`config.mk`:
```
export PLATFORM = sky130hd
export DESIGN_NAME = stream_mux4_1_flat
export DESIGN_NICKNAME = d
export VERILOG_FILES = /design/src/rtl/stream_mux_pkg.sv /design/src/rtl/stream_mux4_1_if.sv /design/src/rtl/rr_arb4.sv /design/src/rtl/stream_mux4_1.sv /design/src/flat_wrapper.sv
export SDC_FILE = /design/constraint.sdc
export NUM_CORES = 1
export LEC_CHECK = 0
export BUFFER_PORTS_ARGS = -buffer_cell sky130_fd_sc_hd__buf_4
export CAP_MARGIN = 20
export CORE_ASPECT_RATIO = 0.8
export CORE_UTILIZATION = 40
export CTS_CLUSTER_DIAMETER = 60
export DETAILED_ROUTE_END_ITERATION = 7
export PLACE_DENSITY = 0.7
export SYNTH_ARGS = -nofsm -noshare
export SYNTH_HDL_FRONTEND = slang
export SYNTH_SLANG_ARGS = --single-unit
```
`constraint.sdc`:
```
create_clock -name clk -period 5.5 [get_ports clk]
set_clock_uncertainty 0.05 [all_clocks]
set_input_delay 1.1 -clock clk [delete_from_list [all_inputs] [get_ports clk]]
set_output_delay 1.1 -clock clk [all_outputs]
set_load 0.01 [all_outputs]
```
`src/rtl/stream_mux_pkg.sv`:
```
// rtl/stream_mux_pkg.sv - shared constants and types for the 4:1 stream merger
package stream_mux_pkg;

    localparam int NCH   = 4;
    localparam int SEL_W = 2;

    typedef enum logic {
        IDLE   = 1'b0,
        LOCKED = 1'b1
    } mux_state_t;

endpackage

```
`src/rtl/stream_mux4_1_if.sv`:
```
// rtl/stream_mux4_1_if.sv - four input channels plus one tagged output stream
interface stream_mux4_1_if #(
    parameter int WIDTH = 8
);
    import stream_mux_pkg::*;

    logic [NCH-1:0]       in_valid;
    logic [NCH*WIDTH-1:0] in_data;
    logic [NCH-1:0]       in_last;
    logic [NCH-1:0]       in_ready;
    logic                 out_valid;
    logic [WIDTH-1:0]     out_data;
    logic                 out_last;
    logic [SEL_W-1:0]     out_sel;
    logic                 out_ready;

    // The merger sits on the slave side: it consumes channel beats and sources the output.
    modport slave (
        input  in_valid, in_data, in_last, out_ready,
        output in_ready, out_valid, out_data, out_last, out_sel
    );

    modport master (
        output in_valid, in_data, in_last, out_ready,
        input  in_ready, out_valid, out_data, out_last, out_sel
    );

endinterface

```
`src/rtl/rr_arb4.sv`:
```
// rtl/rr_arb4.sv - combinational round-robin pick among four requests
module rr_arb4
    import stream_mux_pkg::*;
(
    input  logic [NCH-1:0]   req,
    input  logic [SEL_W-1:0] ptr,
    output logic [NCH-1:0]   gnt,
    output logic [SEL_W-1:0] idx,
    output logic             any
);

    logic [SEL_W-1:0] cand;
    logic             hit;

    assign any = |req;

    // Walk ptr+1, ptr+2, ptr+3, ptr and take the first requester; the last granted goes last.
    always_comb begin
        gnt  = '0;
        idx  = '0;
        hit  = 1'b0;
        cand = '0;
        for (int i = 1; i <= NCH; i++) begin
            cand = ptr + SEL_W'(i);
            if (!hit && req[cand]) begin
                hit       = 1'b1;
                idx       = cand;
                gnt[cand] = 1'b1;
            end
        end
    end

endmodule

```
`src/rtl/stream_mux4_1.sv`:
```
// rtl/stream_mux4_1.sv - round-robin 4:1 stream merger with optional packet lock
module stream_mux4_1
    import stream_mux_pkg::*;
#(
    parameter int WIDTH    = 8,
    parameter bit LOCK_PKT = 1'b1
) (
    input  logic           clk,
    input  logic           rst,
    stream_mux4_1_if.slave bus
);

    mux_state_t       state;
    mux_state_t       state_nxt;
    logic [SEL_W-1:0] ptr;
    logic [SEL_W-1:0] owner;
    logic [SEL_W-1:0] sel;
    logic [NCH-1:0]   ready;
    logic             take;
    logic             load_ok;

    logic [NCH-1:0]   arb_gnt;
    logic [SEL_W-1:0] arb_idx;
    logic             arb_any;

    logic             out_valid_q;
    logic [WIDTH-1:0] out_data_q;
    logic             out_last_q;
    logic [SEL_W-1:0] out_sel_q;

    assign load_ok       = !out_valid_q || bus.out_ready;
    assign bus.in_ready  = ready;
    assign bus.out_valid = out_valid_q;
    assign bus.out_data  = out_data_q;
    assign bus.out_last  = out_last_q;
    assign bus.out_sel   = out_sel_q;

    rr_arb4 u_arb (
        .req (bus.in_valid),
        .ptr (ptr),
        .gnt (arb_gnt),
        .idx (arb_idx),
        .any (arb_any)
    );

    // Grant selection and next state; reset forces every ready low so nothing is consumed.
    always_comb begin
        state_nxt = state;
        sel       = arb_idx;
        ready     = '0;
        take      = 1'b0;
        if (!rst) begin
            case (state)
                IDLE: begin
                    if (load_ok && arb_any) begin
                        ready = arb_gnt;
                        take  = 1'b1;
                        if (LOCK_PKT && !bus.in_last[arb_idx]) begin
                            state_nxt = LOCKED;
                        end
                    end
                end
                LOCKED: begin
                    sel = owner;
                    if (load_ok && bus.in_valid[owner]) begin
                        ready[owner] = 1'b1;
                        take         = 1'b1;
                        if (bus.in_last[owner]) begin
                            state_nxt = IDLE;
                        end
                    end
                end
            endcase
        end
    end

    // State, arbitration pointer, packet owner and the output register.
    always_ff @(posedge clk) begin
        if (rst) begin
            state       <= IDLE;
            ptr         <= 2'b11;
            owner       <= '0;
            out_valid_q <= 1'b0;
            out_data_q  <= '0;
            out_last_q  <= 1'b0;
            out_sel_q   <= '0;
        end else begin
            state <= state_nxt;
            if (take) begin
                out_valid_q <= 1'b1;
                out_data_q  <= bus.in_data[int'(sel) * WIDTH +: WIDTH];
                out_last_q  <= bus.in_last[sel];
                out_sel_q   <= sel;
                ptr         <= sel;
                if (state == IDLE) begin
                    owner <= sel;
                end
            end else if (bus.out_ready) begin
                out_valid_q <= 1'b0;
            end
        end
    end

endmodule

```
`src/flat_wrapper.sv`:
```
// flat-port wrapper written by rule: the top's interface ports become plain ports
module stream_mux4_1_flat import stream_mux_pkg::*;
#(
    parameter int WIDTH    = 8,
    parameter bit LOCK_PKT = 1'b1
)
  (clk, rst, bus_in_valid, bus_in_data, bus_in_last, bus_out_ready, bus_in_ready, bus_out_valid, bus_out_data, bus_out_last, bus_out_sel);
  stream_mux4_1_if #(.WIDTH(WIDTH)) bus_i ();
  input  logic clk;
  input  logic rst;
  input wire logic [$bits(bus_i.in_valid)-1:0] bus_in_valid;
  input wire logic [$bits(bus_i.in_data)-1:0] bus_in_data;
  input wire logic [$bits(bus_i.in_last)-1:0] bus_in_last;
  input wire logic [$bits(bus_i.out_ready)-1:0] bus_out_ready;
  output wire logic [$bits(bus_i.in_ready)-1:0] bus_in_ready;
  output wire logic [$bits(bus_i.out_valid)-1:0] bus_out_valid;
  output wire logic [$bits(bus_i.out_data)-1:0] bus_out_data;
  output wire logic [$bits(bus_i.out_last)-1:0] bus_out_last;
  output wire logic [$bits(bus_i.out_sel)-1:0] bus_out_sel;
  assign bus_i.in_valid = bus_in_valid;
  assign bus_i.in_data = bus_in_data;
  assign bus_i.in_last = bus_in_last;
  assign bus_i.out_ready = bus_out_ready;
  assign bus_in_ready = bus_i.in_ready;
  assign bus_out_valid = bus_i.out_valid;
  assign bus_out_data = bus_i.out_data;
  assign bus_out_last = bus_i.out_last;
  assign bus_out_sel = bus_i.out_sel;
  stream_mux4_1 #(.WIDTH(WIDTH), .LOCK_PKT(LOCK_PKT)) u_core (.clk(clk), .rst(rst), .bus(bus_i));
endmodule
```
* Word-level counts from Yosys, hierarchy flattened
Index checks and enable logic that the tools add are counted.
** Word-level totals
- Logic and storage cells :: 99
- Bits in registers :: 17
- Output and inout port bits :: 16
- Input bits :: 43
** Cells by class
- Shift-type cells :: 1
- Bitwise gates (word level) :: 4
- Reductions and logical operators :: 18
- $add $sub $neg :: 3
- Mux-type cells :: 54
- $lt $le $gt $ge :: 12
** Operator list (number)
- indexed part select 32 x 6 -> 8 bit :: 1
- two-way mux 4 bit :: 7
- two-way mux 1 bit :: 25
- less-than comparator 2 x 3 -> 1 bit, second input constant :: 7
- binary-select mux 1 bit (select 2 bit) :: 8
- two-way mux 2 bit :: 6
- OR 4 bit :: 3
- demux 1 bit (select 2 bit) :: 5
- >= comparator 2 x 1 -> 1 bit, second input constant :: 5
- logical AND 1 bit :: 10
- case mux 4 bit (2 select lines) :: 1
- adder 2 bit, second input constant :: 2
- logical NOT 1 bit :: 4
- case mux 1 bit (2 select lines) :: 2
- OR reduction 4 bit :: 1
- adder 2 x 1 -> 2 bit, second input constant :: 1
- AND reduction 2 bit :: 1
- nonzero test 2 bit :: 1
- logical OR 1 bit :: 1
- inverter 1 bit :: 1

* Depth between registers and ports, before layout
- Depth after elaboration :: 18
- Depth in mapped cells :: 11
- Gate-level depth less buffers :: 8

* Cells and area by module
A second synthesis with hierarchy kept.
** Second synthesis, totals
- Cells, all modules :: 222
- Area total of the unflattened synthesis :: 1825.5 um2
** By module, submodules not included
- stream_mux4_1 :: seq. area each 340.3 um2, area each 1285.0 um2, instances 1, cells an instance 152
- rr_arb4 :: seq. area each 0.0 um2, area each 540.5 um2, instances 1, cells an instance 70

* Least setup slack after synthesis
No wires, ideal clock.
- Path kind :: input-to-output
- From :: in bus_in_valid[2]
- To :: out bus_in_ready[3]
- Required time :: 4.350 ns
- Arrival time :: 2.872 ns
- Path buffers :: 2
- Cell stages on the path :: 6
- Setup slack :: 1.478 ns
- Cells stage by stage :: clkbuf_1 > mux4_2 > clkbuf_1 > nor2_1 > a221oi_1 > a2111oi_0
** Between the ends
- Cells in the longest elaborated chain, start to end :: 15
- Elaborated cells between the ends (all ways) :: 33
- Classes of those cells :: mux (21); bitwise (3); reduce/logical (9)
** Ends and longest elaborated chain
- start: declaration :: RTL line flat_wrapper.sv:11 : input wire logic [$bits(bus_i.in_valid)-1:0] bus_in_valid;
- binary-select mux 1 bit (select 2 bit) :: RTL line rr_arb4.sv:25 : if (!hit && req[cand]) begin
- two-way mux 1 bit (implied by the code) :: RTL line rr_arb4.sv:25
- two-way mux 1 bit :: RTL line rr_arb4.sv:25
- logical NOT 1 bit :: RTL line rr_arb4.sv:25
- logical AND 1 bit :: RTL line rr_arb4.sv:25
- two-way mux 1 bit :: RTL line rr_arb4.sv:25
- logical NOT 1 bit :: RTL line rr_arb4.sv:25
- logical AND 1 bit :: RTL line rr_arb4.sv:25
- two-way mux 1 bit :: RTL line rr_arb4.sv:25
- logical NOT 1 bit :: RTL line rr_arb4.sv:25
- logical AND 1 bit :: RTL line rr_arb4.sv:25
- two-way mux 4 bit :: RTL line rr_arb4.sv:25
- two-way mux 4 bit :: RTL line stream_mux4_1.sv:55 : if (load_ok && arb_any) begin
- case mux 4 bit (2 select lines) * :: RTL line stream_mux4_1.sv:53 : case (state)
- two-way mux 4 bit * :: RTL line stream_mux4_1.sv:52 : if (!rst) begin
- end: declaration :: RTL line flat_wrapper.sv:15 : output wire logic [$bits(bus_i.in_ready)-1:0] bus_in_ready;
Mark *: on every way between the ends. The rest lies on a longest branch, timed or not. The select of a mux whose other input is x is not followed.

* Worst setup path after layout
- From :: reg u_core.ptr[0]
- To :: out bus_in_ready[3]
** Between the ends
- Cells in the longest elaborated chain, start to end :: 16
- Elaborated cells between the ends (all ways) :: 50
- Classes of those cells :: add/sub (3); order compare (8); mux (26); bitwise (3); reduce/logical (10)
** Ends and longest elaborated chain
- start: declaration :: RTL line stream_mux4_1.sv:15 : logic [SEL_W-1:0] ptr;
- start signal: assignment :: RTL line stream_mux4_1.sv:94 : ptr <= sel;
- branches (longest 12 deep; another with less-than comparator 2 x 3 -> 1 bit)
- two-way mux 4 bit * :: RTL line rr_arb4.sv:25
- two-way mux 4 bit * :: RTL line stream_mux4_1.sv:55
- case mux 4 bit (2 select lines) * :: RTL line stream_mux4_1.sv:53
- two-way mux 4 bit * :: RTL line stream_mux4_1.sv:52
Every way passes the cells marked *. The select of a mux whose other input is x is not followed.

==> summary.txt <==
worst min path class: register to register
# IOs: 59
Post-CTS Setup Bufs: 0
Iteration-0 DRC Markers: 92
ant diodes: 0
Worst IR Drop VDD: 0.0002539 V
fin nets: 285
Final Max Slew Viols: 0
critical path endpoint category: output pin
Initial Utilization: 42.44%
Worst slew margin: 43.58%
routed metal-1 wire length: 2.047 mm
Resize count post-CTS: 0
IO Port Bufs: 58
CTS max path bufs: 2
global-route wire length before repair: 6.962 mm
die area: 4350 µm²
WS Path Type: register to output pin
TritonCTS clock tree: yes
root buf cell: clkbuf_8
Seq/Total Area, Yosys: 20.81%
area of the multi-input gates: 1189 µm²
CP max stage cell: dfxtp_1
vias: 1634
metal2 WL: 1.914 mm
Met3 Wirelength: 284 µm
number of global-route vias before repair: 1399
pin count of the biggest net entering global routing: 24
Filler cells: 367
average size of a mapped cell: 8.792 µm²
Rows: 20
total wire length: 4.265 mm
Netlist cell types: 47
type of origin of the critical path: register
Inserted Clock Buffers: 3
register area: 340.3 µm²
DPL Wire Length: 3.255 mm
arrival time worst endpoint: 3.49 ns
status: completed
WP buf/inv: 2
Final Util: 54.71%
CTS clk-pin slew, worst paths: 0.06 ns
register bit total from synthesis: 17
Worst-Skew Late Latency: 0.25 ns
Tot GR Track Use: 20.36%
Pint: 561.3 µW
drt first pass iters: 4
fmax: 215.6 MHz
global route total overflow: 0
Die Wd: 73.49 µm
CTS Sinks: 17
Post-Place Setup Slack: 1.167 ns
minimum clock period: 4.638 ns
post-route setup TNS: 0 ns
Flop pwr share: 23.7%
die height: 59.19 µm
EDFF count, synth: 0
Clock power frac: 8.9%
Final Setup Violations: 0
final antenna-violating net count: 0
residual DRC count: 0
static leakage power: 0.0009638 µW
Final Hold Fails: 0
max_cap viols: 0
net switching power figure: 469.9 µW
GPL Wtd Cong: 0.9112
average wire per cell in the routed design: 14.81 µm
Pwr Total: 1031 µW
CORE AREA: 3854 µm²
CP Data Required Time: 4.35 ns
crit-path leading delay family: flip-flops
Final period util: 84.32%
Post-Synthesis Cells: 186
RSZ-0062 raised after global routing: false
CP max FO: 23
Ys Warns: 0
H-tree depth: 1
# hold bufs at CTS: 0
Critical Path, Cell by Cell: inv_1 > ha_1 > mux4_2 > nor2b_4 > a22oi_1 > nor2_1 > a221oi_1 > a2111oi_0 > buf_4
Syn Nets: 237
Fin Hold WS: 0.4173 ns
top sig layer: met4
Pwr Density: 489.1 nW/µm²
prevailing post-synth register cell: dfxtp_1
initial antenna violation count: 0
Vias/cell: 5.674
Switching Fraction: 45.57%
crit-path max cell delay: 0.87 ns
Synth async-reset ratio: 0%
Worst Setup Slack, final: 0.8623 ns
area growth from synthesis to layout: 28.92%
share of cells above drive strength 1: 33.91%
Gate power share: 67.5%
slew of the pin with the lowest slew margin: 0.8451 ns
post-synthesis cell area: 1635 µm²
[layer usage]
| metal | global-route usage (%) | vias up |
|---|---|---|
| met4 | 2.473 | 0 |
| met5 | 0 | - |
| met1 | 31.77 | 771 |
| met2 | 28.18 | 49 |
| met3 | 5.442 | 2 |
| li1 | - | 812 |
[layout make-up]
cell class	instances	share of cell area [%]
Sequential cell	17	16.14
Timing Repair Buffer	59	21.01
Inverter	6	1.068
Clock buffer	4	2.137
Multi-Input combinational cell	147	56.38
Tap cell	55	3.264
[flip-flops by register name (all words and copies together), names as in the netlist]
signal,cells
u_core.bus.out_data,8
u_core.bus.out_sel,2
u_core.owner,2
u_core.ptr,2
u_core.bus.out_last,1
u_core.bus.out_valid,1
u_core.state,1
[worst min-delay path, cell delays in order, from the launching register on]
cell and delay (ns):
dfxtp_1 0.33, nand2_1 0.05, o221ai_1 0.06
[synth_stat cells (2+ instances only)]
library cell / count / area, µm²
mux2i_1: 23 / 230.2
dfxtp_1: 17 / 340.3
nand2_1: 14 / 52.55
nor2_1: 13 / 48.80
clkbuf_1: 11 / 41.29
o221ai_1: 10 / 87.58
ha_1: 8 / 100.1
o21ai_0: 7 / 35.03
a22oi_1: 6 / 45.04
inv_1: 6 / 22.52
mux4_2: 6 / 135.1
a21oi_1: 5 / 25.02
nor3_1: 5 / 25.02
nand2b_1: 4 / 25.02
nand3_1: 4 / 20.02
a211oi_1: 3 / 22.52
buf_6: 3 / 33.78
nor2b_1: 3 / 18.77
o211ai_1: 3 / 22.52
or2_2: 3 / 18.77
a21oi_2: 2 / 17.52
a22o_1: 2 / 17.52
a31oi_1: 2 / 12.51
nor4_1: 2 / 12.51
o311a_1: 2 / 20.02
[kinds of logic (layout without fill, tap and decap cells)]
kind of cell | after synthesis | after routing | share of synthesized area [%]
compound gates | 55 | 55 | 27.09
simple gates | 55 | 55 | 17.14
mux | 29 | 29 | 22.34
buf+inv | 22 | 69 | 6.503
flops | 17 | 17 | 20.81
fa+ha+maj | 8 | 8 | 6.121
[path summary, 6_finish.rpt]
| check | endpoint | startpoint | cells past startpoint | slack [ns] |
|---|---|---|---|---|
| hold reg to reg | u_core.bus.out_data[1]$_SDFFE_PP0P_ | u_core.bus.out_data[1]$_SDFFE_PP0P_ | 2 | 0.42 |
| hold / removal | u_core.bus.out_data[1]$_SDFFE_PP0P_ | u_core.bus.out_data[1]$_SDFFE_PP0P_ | 2 | 0.42 |
| setup reg to reg | u_core.bus.out_data[7]$_SDFFE_PP0P_ | u_core.ptr[0]$_SDFFE_PP1P_ | 8 | 1.65 |
| setup / recovery | bus_in_ready[3] | u_core.ptr[0]$_SDFFE_PP1P_ | 9 | 0.86 |
[per-stage QoR]
stage	area (µm²)	instances
after floorplan	1635	186
after detailed placement	2063	284
after global placement	2063	284
after global routing	2108	288
after CTS	2108	288
final	2108	288
[placed cells by master, fill, tap and decap left out, types with 5 or more instances in the layout]
cell	netlist	layout
dfxtp_1	17	17
mux4_2	6	6
a22oi_1	6	6
nor3_1	5	5
o21ai_0	7	7
mux2i_1	23	23
a21oi_1	5	5
nor2_1	13	13
o221ai_1	10	10
ha_1	8	8
inv_1	6	6
nand2_1	14	14
buf_4	0	59
[power by group through the flow]
stage                     sequential, µW  clock [µW]  combinational (µW)
after detailed placement             247           0                 689
after global routing                 256        99.7                 758
after CTS                            244        93.7                 691
final                                244        91.4                 696
after floorplan                      213           0                 565
after global placement               244           0                 687
(Power assumes the default switching activity.)
